## src/rtl/rv32_alu_pkg.sv

```systemverilog
// Shared ALU opcodes, FSM state encoding and the single-cycle ALU function for the RV32I execute stage.
package rv32_alu_pkg;

  localparam int XLEN    = 32;
  localparam int SHAMT_W = 5;

  localparam logic [3:0] ALU_ADD   = 4'd0;
  localparam logic [3:0] ALU_SUB   = 4'd1;
  localparam logic [3:0] ALU_SLL   = 4'd2;
  localparam logic [3:0] ALU_SLT   = 4'd3;
  localparam logic [3:0] ALU_SLTU  = 4'd4;
  localparam logic [3:0] ALU_XOR   = 4'd5;
  localparam logic [3:0] ALU_SRL   = 4'd6;
  localparam logic [3:0] ALU_SRA   = 4'd7;
  localparam logic [3:0] ALU_OR    = 4'd8;
  localparam logic [3:0] ALU_AND   = 4'd9;
  localparam logic [3:0] ALU_PASSB = 4'd10;

  typedef enum logic [1:0] {
    S_IDLE  = 2'd0,
    S_SHIFT = 2'd1,
    S_WB    = 2'd2
  } state_e;

  function automatic logic is_shift_op(input logic [3:0] op);
    return (op == ALU_SLL) || (op == ALU_SRL) || (op == ALU_SRA);
  endfunction

  // Shift codes return operand A: only reached when the shift amount is zero.
  function automatic logic [XLEN-1:0] alu_compute(input logic [3:0] op,
                                                  input logic [XLEN-1:0] a,
                                                  input logic [XLEN-1:0] b);
    logic [XLEN-1:0] r;
    r = '0;
    case (op)
      ALU_ADD:   r = a + b;
      ALU_SUB:   r = a - b;
      ALU_SLT:   r = {{(XLEN-1){1'b0}}, $signed(a) < $signed(b)};
      ALU_SLTU:  r = {{(XLEN-1){1'b0}}, a < b};
      ALU_XOR:   r = a ^ b;
      ALU_OR:    r = a | b;
      ALU_AND:   r = a & b;
      ALU_PASSB: r = b;
      ALU_SLL, ALU_SRL, ALU_SRA: r = a;
      default:   r = '0;
    endcase
    return r;
  endfunction

endpackage

```

## src/rtl/rv32_execute_if.sv

```systemverilog
// Issue bus from decode into the execute stage (valid/ready plus operands and control).
interface rv32_execute_if;
  import rv32_alu_pkg::*;

  logic            in_valid;
  logic            in_ready;
  logic [3:0]      alu_op;
  logic            use_imm;
  logic [4:0]      rd_address_i;
  logic [XLEN-1:0] rs1_value;
  logic [XLEN-1:0] rs2_value;
  logic [XLEN-1:0] imm;

  modport master (
    output in_valid, alu_op, use_imm, rd_address_i, rs1_value, rs2_value, imm,
    input  in_ready
  );

  modport slave (
    input  in_valid, alu_op, use_imm, rd_address_i, rs1_value, rs2_value, imm,
    output in_ready
  );
endinterface

```

## src/rtl/rv32_serial_shifter.sv

```systemverilog
// Bit-serial shifter: shifts the held operand one position per step until the count runs out.
// Latency: n steps for a shift by n; done is high while the final step is pending.
// Backpressure: none; the owner only steps it while its FSM sits in the shift state.
module rv32_serial_shifter
  import rv32_alu_pkg::*;
(
  input  logic               clk,
  input  logic               reset_n,
  input  logic               load,
  input  logic               step,
  input  logic [XLEN-1:0]    load_value,
  input  logic [SHAMT_W-1:0] load_amount,
  input  logic               dir_right,
  input  logic               arith,
  output logic [XLEN-1:0]    value,
  output logic               done
);

  logic [XLEN-1:0]    value_q;
  logic [SHAMT_W-1:0] count_q;
  logic               right_q;
  logic               arith_q;

  always_ff @(posedge clk or negedge reset_n) begin
    if (!reset_n) begin
      value_q <= '0;
      count_q <= '0;
      right_q <= 1'b0;
      arith_q <= 1'b0;
    end else if (load) begin
      value_q <= load_value;
      count_q <= load_amount;
      right_q <= dir_right;
      arith_q <= arith;
    end else if (step && (count_q != '0)) begin
      value_q <= right_q ? {arith_q & value_q[XLEN-1], value_q[XLEN-1:1]}
                         : {value_q[XLEN-2:0], 1'b0};
      count_q <= count_q - 1'b1;
    end
  end

  assign value = value_q;
  assign done  = (count_q == SHAMT_W'(1));

endmodule

```

## src/rtl/rv32_execute.sv

```systemverilog
// RV32I execute stage: single-cycle ALU plus bit-serial shifts, one-cycle register file write pulse.
// Latency: 1 cycle for non-shift ops and zero-amount shifts, n+1 cycles for a shift by n.
// Backpressure: in_ready drops for the whole shift, stalling decode; back-to-back issue otherwise.
module rv32_execute
  import rv32_alu_pkg::*;
(
  input  logic            clk,
  input  logic            reset_n,
  rv32_execute_if.slave   in_if,
  output logic [4:0]      rd_address,
  output logic [XLEN-1:0] rd_value,
  output logic            busy,
  output logic            illegal_op
);

  state_e             state, state_d;
  logic [XLEN-1:0]    op_b, alu_res, result_q, sh_value;
  logic [SHAMT_W-1:0] shamt;
  logic               xfer, op_shift, op_illegal, sh_load, sh_done;
  logic [4:0]         rd_q;
  logic               illegal_q, sel_shift_q;

  assign op_b       = in_if.use_imm ? in_if.imm : in_if.rs2_value;
  assign shamt      = op_b[SHAMT_W-1:0];
  assign op_illegal = (in_if.alu_op > ALU_PASSB);
  assign op_shift   = is_shift_op(in_if.alu_op) && (shamt != '0);
  assign alu_res    = alu_compute(in_if.alu_op, in_if.rs1_value, op_b);

  assign in_if.in_ready = reset_n & ((state == S_IDLE) | (state == S_WB));
  assign xfer           = in_if.in_valid & in_if.in_ready;
  assign sh_load        = xfer & op_shift;

  rv32_serial_shifter u_shifter (
    .clk         (clk),
    .reset_n     (reset_n),
    .load        (sh_load),
    .step        (state == S_SHIFT),
    .load_value  (in_if.rs1_value),
    .load_amount (shamt),
    .dir_right   (in_if.alu_op != ALU_SLL),
    .arith       (in_if.alu_op == ALU_SRA),
    .value       (sh_value),
    .done        (sh_done)
  );

  always_ff @(posedge clk or negedge reset_n) begin
    if (!reset_n) state <= S_IDLE;
    else          state <= state_d;
  end

  always_comb begin
    state_d = state;
    case (state)
      S_IDLE, S_WB: begin
        if (xfer) state_d = op_shift ? S_SHIFT : S_WB;
        else      state_d = S_IDLE;
      end
      S_SHIFT:  if (sh_done) state_d = S_WB;
      default:  state_d = S_IDLE;
    endcase
  end

  // Illegal ops keep the previous result visible and suppress the write via rd_q = 0.
  always_ff @(posedge clk or negedge reset_n) begin
    if (!reset_n) begin
      rd_q        <= '0;
      illegal_q   <= 1'b0;
      sel_shift_q <= 1'b0;
      result_q    <= '0;
    end else if (xfer) begin
      rd_q      <= op_illegal ? 5'd0 : in_if.rd_address_i;
      illegal_q <= op_illegal;
      if (!op_illegal) begin
        sel_shift_q <= op_shift;
        if (!op_shift) result_q <= alu_res;
      end
    end
  end

  assign rd_address = (state == S_WB) ? rd_q : 5'd0;
  assign rd_value   = sel_shift_q ? sh_value : result_q;
  assign busy       = (state == S_SHIFT);
  assign illegal_op = (state == S_WB) & illegal_q;

endmodule

```

## src/flat_wrapper.sv

```systemverilog
// flat-port wrapper written by rule: the top's interface ports become plain ports
module rv32_execute_flat import rv32_alu_pkg::*;
  (clk, reset_n, rd_address, rd_value, busy, illegal_op, in_if_in_valid, in_if_alu_op, in_if_use_imm, in_if_rd_address_i, in_if_rs1_value, in_if_rs2_value, in_if_imm, in_if_in_ready);
  rv32_execute_if in_if_i ();
  input  logic clk;
  input  logic reset_n;
  output logic [4:0] rd_address;
  output logic [XLEN-1:0] rd_value;
  output logic busy;
  output logic illegal_op;
  input wire logic [$bits(in_if_i.in_valid)-1:0] in_if_in_valid;
  input wire logic [$bits(in_if_i.alu_op)-1:0] in_if_alu_op;
  input wire logic [$bits(in_if_i.use_imm)-1:0] in_if_use_imm;
  input wire logic [$bits(in_if_i.rd_address_i)-1:0] in_if_rd_address_i;
  input wire logic [$bits(in_if_i.rs1_value)-1:0] in_if_rs1_value;
  input wire logic [$bits(in_if_i.rs2_value)-1:0] in_if_rs2_value;
  input wire logic [$bits(in_if_i.imm)-1:0] in_if_imm;
  output wire logic [$bits(in_if_i.in_ready)-1:0] in_if_in_ready;
  assign in_if_i.in_valid = in_if_in_valid;
  assign in_if_i.alu_op = in_if_alu_op;
  assign in_if_i.use_imm = in_if_use_imm;
  assign in_if_i.rd_address_i = in_if_rd_address_i;
  assign in_if_i.rs1_value = in_if_rs1_value;
  assign in_if_i.rs2_value = in_if_rs2_value;
  assign in_if_i.imm = in_if_imm;
  assign in_if_in_ready = in_if_i.in_ready;
  rv32_execute u_core (.clk(clk), .reset_n(reset_n), .in_if(in_if_i), .rd_address(rd_address), .rd_value(rd_value), .busy(busy), .illegal_op(illegal_op));
endmodule
```

## config.mk

```make
export PLATFORM = sky130hd
export DESIGN_NAME = rv32_execute_flat
export DESIGN_NICKNAME = d
export VERILOG_FILES = /design/src/rtl/rv32_alu_pkg.sv /design/src/rtl/rv32_execute_if.sv /design/src/rtl/rv32_serial_shifter.sv /design/src/rtl/rv32_execute.sv /design/src/flat_wrapper.sv
export SDC_FILE = /design/constraint.sdc
export NUM_CORES = 1
export LEC_CHECK = 0
export ABC_CLOCK_PERIOD_IN_PS = 5150
export CORE_UTILIZATION = 48
export DETAILED_ROUTE_END_ITERATION = 10
export PLACE_DENSITY = 0.71
export SETUP_SLACK_MARGIN = 0.02
export SYNTH_ARGS = -nofsm -noshare
export SYNTH_HDL_FRONTEND = slang
export SYNTH_SLANG_ARGS = --single-unit
```

## constraint.sdc

```tcl
create_clock -name clk -period 5.15 [get_ports clk]
set_clock_uncertainty 0.2 [all_clocks]
set_input_delay 1.03 -clock clk [delete_from_list [all_inputs] [get_ports clk]]
set_output_delay 1.03 -clock clk [all_outputs]
set_load 0.03 [all_outputs]
```

==> impl_metrics.yaml, run 1 <==
run_status:
  run_status: "complete, no violations"
routing:
  drt_pre_antenna_iters: 5
  vias_per_cell: 6.21
  drtIter0Drc: 1007
  route.vias.total: 10400
  detail-route-antenna-nets: 0
  drc_errors: 0
  route.final.wire_length_mm: 32.7
  avgRoutedWirePerCell_microns: 19.5
logic_synthesis:
  ys_top_cells_by_count: "sky130_fd_sc_hd__nor2_1 (134), sky130_fd_sc_hd__a21oi_1 (115), sky130_fd_sc_hd__nand2_1 (112)"
  synth_top_cell_area_share: 0.205
  synth-seq-cells: 80
  synth.cell_area_sq_um: 9790
  synthesis.nets: 1510
  synth.top_cells.by_area: "sky130_fd_sc_hd__dfrtp_1 (20%), sky130_fd_sc_hd__ha_1 (13%), sky130_fd_sc_hd__a21oi_1 (5.9%)"
  synthMostInstantiatedCell: "sky130_fd_sc_hd__nor2_1"
  syn_area_per_cell_sq_um: 7.53
  netlist.top_cell.by_area: "sky130_fd_sc_hd__dfrtp_1"
  syn_inst: 1300
  ys_async_sr_fraction: 1.00
  ys.flop_type: "sky130_fd_sc_hd__dfrtp_1"
  yosysWarningCount: 0
  synth_enable_flop_cells: 0
  yosysUniqueCellTypes: 75
  synth.yosys.seq_area_share: 0.205
sta:
  max_freq_mhz: 218
  finalSetupTns_ns: 0
  finalMaxSlewViolations: 0
  max_slew_headroom: 0.204
  timing.final.crit_share: 0.890
  timing_worst_slew_pin_value_ns: 1.19
  min_tclk_post_route_ns: 4.58
  setup_viol: 0
  rsz0062_at_grt: "no"
  finalHoldViolations: 0
clock_network:
  clock_latency_ns: 0.35
  clock_transition_at_path_regs_ns: 0.07
  cts_inserted_buffers: 9
  cts.repair.resized: 0
  cts_num_sinks: 80
  clk_root_buffer_cell: "sky130_fd_sc_hd__clkbuf_16"
  hold_buffers_post_cts: 0
  clock_tree_from_tritoncts: "done"
  postCtsSetupBuffers: 0
  cts-htree-levels: 3
  maximum_root_to_sink_buffer_count: 2
finish:
  summed_area_of_non_filler_cells_in_the_final_layout_sq_um: 12000
  post_route_cells_drive_above_1_share: 0.0924
  synthToLayoutAreaGrowth_pct: 22.2
  finish.cell_count_without_fillers: 1683
  final_net_count: 1622
grt:
  first_global_vias: 9583
  grt_pass1_wl_mm: 51.9
  grt_start_max_net_pins: 64
  grt_antenna_before_repair: 0
  globalRouteTotalUtil: 0.317
  globalRoute.totalOverflow: 0
floorplanning:
  die_height_microns: 145
  floorplan.io_pins: 149
  die_w_microns: 145
  placeableCoreArea_sq_um: 19700
  placement_rows: 51
  floorplan.initialDensity: 0.496
  area_of_the_die_sq_um: 21000
placement:
  io_buffer_count: 148
  dp_cells: 1666
  placed_area_sq_um: 11600
  routabilityCongestion: 0.953
  post_detailed_placement_half_perimeter_wirelength_mm: 24.1
setup_path:
  critical_path_peak_fanout: 4
  worst-setup-path-type: "in2reg"
  timing.critical_path.to_type: "flip-flop"
  crit_path_start_kind: "input port"
  timing.critical_path.required_ns: 5.18
  cp.arrival_ns: 4.62
power_and_ir_drop:
  power.ir.vdd_worst_mv: 0.241
  cell_area_power_density_nw_per_um2: 343
  cellLeakagePower_nw: 5.27
flow_run:
  cap_violations: 0
min_path:
  hold_path_class: "reg2reg"
[path summary, 6_finish.rpt]
check                                            startpoint                               endpoint  slack (ns)  depth (start not counted)
worst max register to register  u_core.state[0]$_DFFE_PN0P_        u_core.result_q[31]$_DFFE_PN0P_        2.31                          8
worst min register to register   u_core.rd_q[2]$_DFFE_PN0P_             u_core.rd_q[2]$_DFFE_PN0P_        0.26                          2
min in group asynchronous                           reset_n  u_core.u_shifter.value[8]$_DFFE_PN0P_        0.55                          2
max in group asynchronous                           reset_n   u_core.u_shifter.right_q$_DFFE_PN0P_        3.11                          3
worst max-delay path                           in_if_imm[0]        u_core.result_q[30]$_DFFE_PN0P_        0.57                         15
worst min-delay path             u_core.rd_q[2]$_DFFE_PN0P_             u_core.rd_q[2]$_DFFE_PN0P_        0.26                          2
[critical path: stages]
cell and delay [ns]:
sky130_fd_sc_hd__clkdlybuf4s50_1 0.42, sky130_fd_sc_hd__mux2i_1 0.25, sky130_fd_sc_hd__inv_1 0.13, sky130_fd_sc_hd__ha_1 0.24, sky130_fd_sc_hd__fa_1 0.43, sky130_fd_sc_hd__a211oi_1 0.32, sky130_fd_sc_hd__o21bai_1 0.15, sky130_fd_sc_hd__nand4_1 0.13
sky130_fd_sc_hd__a31oi_1 0.11, sky130_fd_sc_hd__nor3_1 0.32, sky130_fd_sc_hd__buf_4 0.19, sky130_fd_sc_hd__nor2_1 0.05, sky130_fd_sc_hd__a2111oi_0 0.51, sky130_fd_sc_hd__o221ai_1 0.17, sky130_fd_sc_hd__nor3b_1 0.17
[cell type report]
type	instances	area, sq um
clock inverter	6	115
clock buffer	10	229
multi-input combinational	1036	7110
fill	1777	7760
tap	265	332
sequential	80	2000
inverter	97	364
timing repair buffer	188	1800
antenna	1	2.50
[metal layers]
| layer | track usage | up-vias | wire [microns] |
|---|---|---|---|
| li1 | - | 4947 | - |
| met1 | 0.449 | 4994 | 14800 |
| met2 | 0.509 | 455 | 14800 |
| met3 | 0.0276 | 52 | 2390 |
| met4 | 0.0953 | 0 | 709 |
| met5 | 0 | - | 0 |
[cells by family after synthesis]
group / after synthesis / synth area share
xor gates and xnor gates: 16 / 0.0143
DFF: 80 / 0.205
adders and majority gates: 101 / 0.131
muxes: 98 / 0.106
and+or+nand+nor: 375 / 0.174
buffers and inverters: 184 / 0.0715
AOI/OAI and AO/OA: 446 / 0.299
[registers in the layout (all words and copies together) (netlist names)]
register and count:
u_core.result_q 32, u_core.u_shifter.value 32, u_core.rd_q 5, u_core.u_shifter.count_q 5, u_core.state 2, u_core.illegal_q 1
u_core.sel_shift_q 1, u_core.u_shifter.arith_q 1, u_core.u_shifter.right_q 1
[report_power, final]
part / internal [mW] / total (mW) / switching (mW)
clock: 0.479 / 0.785 / 0.307
combinational: 0.964 / 2.17 / 1.21
sequential: 0.879 / 1.15 / 0.273
[stage by stage]
stage               utilization  hold WS (ns)  setup WS [ns]  power [mW]
global placement          0.589         0.240          0.392        3.27
detailed placement        0.589         0.247          0.316        3.30
CTS                       0.606         0.262          0.634        4.09
global route              0.606         0.279          0.244        4.36
finish                    0.606         0.258          0.567        4.11
floorplan                     -         0.230         0.0329        2.53
[cell usage in the layout (no fill, tap or decap), types with 15 or more instances in the layout]
master                            synthesis  layout
sky130_fd_sc_hd__a221oi_1                21      21
sky130_fd_sc_hd__a31oi_1                 20      20
sky130_fd_sc_hd__mux2i_1                 50      50
sky130_fd_sc_hd__a21o_1                  22      22
sky130_fd_sc_hd__nor2b_1                 16      16
sky130_fd_sc_hd__a211oi_1                17      17
sky130_fd_sc_hd__nand2_1                112     111
sky130_fd_sc_hd__mux2_2                  48      48
sky130_fd_sc_hd__o21bai_1                15      15
sky130_fd_sc_hd__dfrtp_1                 80      79
sky130_fd_sc_hd__inv_1                   94      94
sky130_fd_sc_hd__o22ai_1                 21      21
sky130_fd_sc_hd__a21oi_1                115     115
sky130_fd_sc_hd__nor2_1                 134     133
sky130_fd_sc_hd__clkdlybuf4s50_1          0     146
sky130_fd_sc_hd__nand3_1                 23      23
sky130_fd_sc_hd__o21ai_0                 98      98
sky130_fd_sc_hd__buf_4                    0      39
sky130_fd_sc_hd__ha_1                    99      99
sky130_fd_sc_hd__a22oi_1                 15      15
sky130_fd_sc_hd__nor3_1                  18      16
Power figures use the tool's default switching activity.
==> run 2, diff against run 1 <==
- ABC_CLOCK_PERIOD_IN_PS: 5150 -> 3900
- PLACE_DENSITY: 0.71 -> 0.74
- clock period: 5.15 -> 3.9 ns (I/O delays scaled with it)
==> run 2 against run 1 <==
Against the previous run: design area rose by 15%; largest cell class unchanged; worst hold slack improved by 0.0010 ns; critical path depth fell by 2; highest routed layer unchanged; clock power rose by 25%; largest power group unchanged; sequential power rose by 34%; clock-buffer cell count fell by 1; power rose by 40%; via count rose by 7.5%; core utilization rose by 9.4 points.
==> impl_metrics.yaml, run 2 (synthesis results as in run 1) <==
clock_network:
  hold_buffers_post_cts: 0
  cts_inserted_buffers: 9
  clock_transition_at_path_regs_ns: 0.08
  clk_root_buffer_cell: "sky130_fd_sc_hd__clkbuf_16"
  maximum_root_to_sink_buffer_count: 2
  clock_latency_ns: 0.37
  cts_num_sinks: 80
  clock_tree_from_tritoncts: "done"
  cts-htree-levels: 3
routing:
  route.final.wire_length_mm: 37.6
  detail-route-antenna-nets: 0
  drc_errors: 0
  avgRoutedWirePerCell_microns: 20.0
  drt_pre_antenna_iters: 5
  route.vias.total: 11200
  vias_per_cell: 5.98
  drtIter0Drc: 819
grt:
  first_global_vias: 10700
  grt_pass1_wl_mm: 57.1
  grt_antenna_before_repair: 0
  globalRouteTotalUtil: 0.357
  globalRoute.totalOverflow: 0
  grt_start_max_net_pins: 44
sta:
  min_tclk_post_route_ns: 3.80
  finalHoldViolations: 0
  timing.final.crit_share: 0.974
  max_freq_mhz: 263
  rsz0062_at_grt: "yes"
  max_slew_headroom: 0.190
  setup_viol: 0
  fin_hold_ws_ns: 0.259
  finalMaxSlewViolations: 0
  timing_worst_slew_pin_value_ns: 1.21
finish:
  finish.cell_count_without_fillers: 1879
  summed_area_of_non_filler_cells_in_the_final_layout_sq_um: 13800
  most_common_cell_after_layout_fill_and_taps_aside: "sky130_fd_sc_hd__buf_4"
  post_route_cells_drive_above_1_share: 0.232
  fillCellCount: 1637
  final_net_count: 1819
  register_area_sq_um: 2000
  most-common-layout-cells: "sky130_fd_sc_hd__buf_4 (229), sky130_fd_sc_hd__clkdlybuf4s50_1 (140), sky130_fd_sc_hd__nor2_1 (132)"
  multi_input_area_sq_um: 7410
  synthToLayoutAreaGrowth_pct: 41.1
  final_util: 0.700
  insertedDiodeCount: 0
floorplanning:
  area_of_the_die_sq_um: 21000
  placeableCoreArea_sq_um: 19700
  placement_rows: 51
  floorplan.io_pins: 149
  die_w_microns: 145
  floorplan.initialDensity: 0.496
  die_height_microns: 145
min_path:
  hold_path_class: "reg2reg"
placement:
  io_buffer_count: 148
  routabilityCongestion: 0.942
  post_detailed_placement_half_perimeter_wirelength_mm: 28.5
  dp_cells: 1856
  placed_area_sq_um: 13200
setup_path:
  timing.critical_path.to_type: "flip-flop"
  worst-setup-path-type: "in2reg"
  cp.arrival_ns: 3.89
  crit_path_start_kind: "input port"
  critical_path_peak_fanout: 5
  timing.critical_path.required_ns: 3.99
run_status:
  run_status: "complete, no violations"
flow_run:
  cap_violations: 0
power_and_ir_drop:
  power.ir.vdd_worst_mv: 0.384
  cell_area_power_density_nw_per_um2: 417
  cellLeakagePower_nw: 6.33
## run 2: cell types whose count changed in the layout (fill, tap and decap cells not counted), sizes merged
cell           change
bufinv             -2
clkdlybuf4s50      -6
diode              -1
dlymetal6s2s       +6
buf              +196
inv                +3
## run 2: final cells by class
class	count	share of cell area
Clock buffer	9	0.0163
Timing Repair Buffer	385	0.245
Multi-Input combinational cell	1036	0.537
Sequential cell	80	0.145
Inverter	97	0.0265
Clock inverter	7	0.00625
Tap cell	265	0.0240
## run 2: metrics by stage
stage                     setup TNS, ns  power (mW)  setup WS (ns)
final                                 0        5.76          0.100
after global routing           -0.00691        6.09       -0.00691
after CTS                             0        5.69         0.0473
after detailed placement          -3.22        4.69         -0.292
after global placement            -2.70        4.62         -0.317
after floorplan                -0.00711        3.37       -0.00392
## run 2: per-layer routing
layer  global-route usage  wire length, microns  part of all wire  up-vias
met2                0.612                 17900              0.48      447
met5                    0                     0                 0        -
met4                0.118                   862             0.023        0
met3               0.0401                  2330             0.062       66
li1                     -                     -                 -     5335
met1                0.466                 16500              0.44     5388
## run 2: final timing paths
kind                                                  start  cells after the start                                      end  slack [ns]
worst max-delay path                     in_if_rs2_value[7]                     13          u_core.result_q[30]$_DFFE_PN0P_        0.10
max in group asynchronous                           reset_n                      3   u_core.u_shifter.value[19]$_DFFE_PN0P_        2.19
worst max register to register  u_core.state[0]$_DFFE_PN0P_                      8          u_core.result_q[31]$_DFFE_PN0P_        1.32
worst min-delay path             u_core.rd_q[1]$_DFFE_PN0P_                      2               u_core.rd_q[1]$_DFFE_PN0P_        0.26
min in group asynchronous                           reset_n                      2  u_core.u_shifter.count_q[4]$_DFFE_PN0P_        0.30
worst min register to register   u_core.rd_q[1]$_DFFE_PN0P_                      2               u_core.rd_q[1]$_DFFE_PN0P_        0.26
## run 2: repair_timing
action,in CTS,in global routing
setup buffers,0,6
gates cloned,0,1
pin swaps,0,16
endpoints found under the setup margin,1,12
gates resized for setup,1,48
## run 2: critical path, stage by stage
cell and delay (ns):
sky130_fd_sc_hd__clkdlybuf4s50_1 0.45, sky130_fd_sc_hd__mux2i_2 0.28, sky130_fd_sc_hd__ha_2 0.38, sky130_fd_sc_hd__or2_2 0.31, sky130_fd_sc_hd__nor4_1 0.28, sky130_fd_sc_hd__and3_4 0.25
sky130_fd_sc_hd__a211oi_2 0.06, sky130_fd_sc_hd__a21bo_4 0.23, sky130_fd_sc_hd__o41ai_4 0.08, sky130_fd_sc_hd__buf_4 0.16, sky130_fd_sc_hd__o31ai_2 0.27, sky130_fd_sc_hd__a221oi_1 0.16
sky130_fd_sc_hd__nor3b_1 0.20
## run 2: report_power, final
group	leakage [nW]	total (mW)	internal, mW	switching [mW]
registers	0.967	1.54	1.16	0.380
logic	5.21	3.24	1.53	1.72
clock network	0.151	0.978	0.514	0.464
==> run 3, diff against run 2 <==
- SLEW_MARGIN: default -> 20
==> run 3 against run 2 <==
Against the previous run: design area about the same; clock power hardly changed; power about the same; via count is essentially flat; worst hold slack barely moved; global-route usage stayed put; critical path type unchanged; largest cell class unchanged.
==> impl_metrics.yaml, run 3 (synthesis results as in run 1) <==
min_path:
  hold_path_class: "reg2reg"
  worst_hold_path.endpoint: "u_core.rd_q[1]$_DFFE_PN0P_"
  hold_path_depth: 2
  hold_path.startpoint: "u_core.rd_q[1]$_DFFE_PN0P_"
routing:
  route.vias.total: 11200
  drtIter0Drc: 848
  route.final.wire_length_mm: 37.6
  drt_pre_antenna_iters: 6
  detail-route-antenna-nets: 0
  avgRoutedWirePerCell_microns: 20.0
  vias_per_cell: 5.98
  drc_errors: 0
floorplanning:
  placement_rows: 51
  die_w_microns: 145
  die_height_microns: 145
  area_of_the_die_sq_um: 21000
  floorplan.io_pins: 149
  placeableCoreArea_sq_um: 19700
  floorplan.initialDensity: 0.496
power_and_ir_drop:
  power.internal_mw: 3.20
  clock_power_share: 0.170
  cell_area_power_density_nw_per_um2: 417
  p_comb_frac: 0.562
  power.net_switching_mw: 2.56
  power.ir.vdd_worst_mv: 0.384
  netSwitchingFraction: 0.445
  p_seq_frac: 0.268
  cellLeakagePower_nw: 6.33
  p_total_mw: 5.76
run_status:
  run_status: "complete, no violations"
finish:
  final_util: 0.700
  finish.cell_count_without_fillers: 1879
  multi_input_area_sq_um: 7410
  synthToLayoutAreaGrowth_pct: 41.1
  most-common-layout-cells: "sky130_fd_sc_hd__buf_4 (229), sky130_fd_sc_hd__clkdlybuf4s50_1 (140), sky130_fd_sc_hd__nor2_1 (132)"
  insertedDiodeCount: 0
  post_route_cells_drive_above_1_share: 0.232
  register_area_sq_um: 2010
  final_net_count: 1819
  most_common_cell_after_layout_fill_and_taps_aside: "sky130_fd_sc_hd__buf_4"
  fillCellCount: 1637
sta:
  fin_ws_ns: 0.0920
  finalMaxSlewViolations: 0
  finalHoldViolations: 0
  rsz0062_at_grt: "yes"
  timing_worst_slew_pin_value_ns: 0.731
  timing.final.crit_share: 0.976
  min_tclk_post_route_ns: 3.81
  setup_viol: 0
  finalSetupTns_ns: 0
  max_slew_headroom: 0.512
  max_freq_mhz: 263
clock_network:
  hold_buffers_post_cts: 0
  cts-htree-levels: 3
  clock_tree_from_tritoncts: "done"
  clk_root_buffer_cell: "sky130_fd_sc_hd__clkbuf_16"
  maximum_root_to_sink_buffer_count: 2
  clock_latency_ns: 0.37
  cts_inserted_buffers: 9
  cts_num_sinks: 80
  clock_transition_at_path_regs_ns: 0.08
placement:
  dp_cells: 1856
  routabilityCongestion: 0.942
  post_detailed_placement_half_perimeter_wirelength_mm: 28.5
  pre_cts_slack_ns: -0.292
  io_buffer_count: 148
grt:
  globalRoute.totalOverflow: 0
  grt_pass1_wl_mm: 57.1
  globalRouteTotalUtil: 0.357
  first_global_vias: 10700
  grt_start_max_net_pins: 44
  grt_antenna_before_repair: 0
setup_path:
  worst-setup-path-type: "in2reg"
  timing.critical_path.to_type: "flip-flop"
  r2r-end: "u_core.result_q[31]$_DFFE_PN0P_"
  worst-r2r-setup-slack_ns: 1.33
  timing.critical_path.required_ns: 3.99
  crit_path_start_kind: "input port"
  critical_path_peak_fanout: 5
  timing.reg2reg.worst_path_depth: 8
  worstReg2RegStart: "u_core.state[0]$_DFFE_PN0P_"
  cp.arrival_ns: 3.89
flow_run:
  cap_violations: 0
run 3: worst max path at each step:
stage	slack, ns	end	cells after the start	startpoint
floorplan	-0.004	u_core.result_q[30]$_DFFE_PN0P_	15	in_if_use_imm
global placement	-0.32	u_core.result_q[18]$_DFFE_PN0P_	15	in_if_use_imm
detailed placement	-0.29	u_core.result_q[24]$_DFFE_PN0P_	14	in_if_rs2_value[11]
CTS	0.05	u_core.result_q[24]$_DFFE_PN0P_	14	in_if_rs2_value[11]
global route	-0.007	u_core.result_q[0]$_DFFE_PN0P_	14	in_if_rs2_value[11]
finish	0.09	u_core.result_q[30]$_DFFE_PN0P_	13	in_if_rs2_value[7]
run 3: final cells by class:
class | count | share of cell area
Multi-Input combinational cell | 1036 | 0.536
Timing Repair Buffer | 385 | 0.245
Sequential cell | 80 | 0.145
Inverter | 97 | 0.0265
Tap cell | 265 | 0.0240
Clock buffer | 9 | 0.0163
Clock inverter | 7 | 0.00625
run 3: timing repair:
action / CTS / global route
resized for setup: 1 / 48
cloned: 0 / 1
endpoints found under the setup margin: 1 / 12
buffers inserted: 0 / 6
pin swaps: 0 / 16
run 3: power groups by stage:
stage / Sequential, mW / Combinational [mW] / Clock, mW
after floorplan: 1.35 / 2.02 / 0
after global placement: 1.52 / 3.10 / 0
after detailed placement: 1.54 / 3.15 / 0
after CTS: 1.52 / 3.17 / 0.991
after global routing: 1.58 / 3.50 / 1.02
final: 1.54 / 3.24 / 0.980
run 3: stage by stage:
stage          hold slack, ns  area [sq um]
2_1_floorplan           0.230         10000
3_3_place_gp            0.241         13200
3_5_place_dp            0.248         13200
4_1_cts                 0.265         13500
5_1_grt                 0.292         13800
6_report                0.259         13800
run 3: layer usage:
layer	global-route usage	vias to the layer above	share of wire
met5	0	-	0
met4	0.118	0	0.023
met3	0.0401	64	0.063
met2	0.612	444	0.47
met1	0.466	5395	0.44
li1	-	5337	-
run 3: critical path, stage by stage:
cell	delay, ns
sky130_fd_sc_hd__clkdlybuf4s50_1	0.45
sky130_fd_sc_hd__mux2i_2	0.28
sky130_fd_sc_hd__ha_2	0.38
sky130_fd_sc_hd__or2_2	0.31
sky130_fd_sc_hd__nor4_1	0.28
sky130_fd_sc_hd__and3_4	0.25
sky130_fd_sc_hd__a211oi_2	0.06
sky130_fd_sc_hd__a21bo_4	0.23
sky130_fd_sc_hd__o41ai_4	0.08
sky130_fd_sc_hd__buf_4	0.16
sky130_fd_sc_hd__o31ai_2	0.28
sky130_fd_sc_hd__a221oi_1	0.16
sky130_fd_sc_hd__nor3b_1	0.20
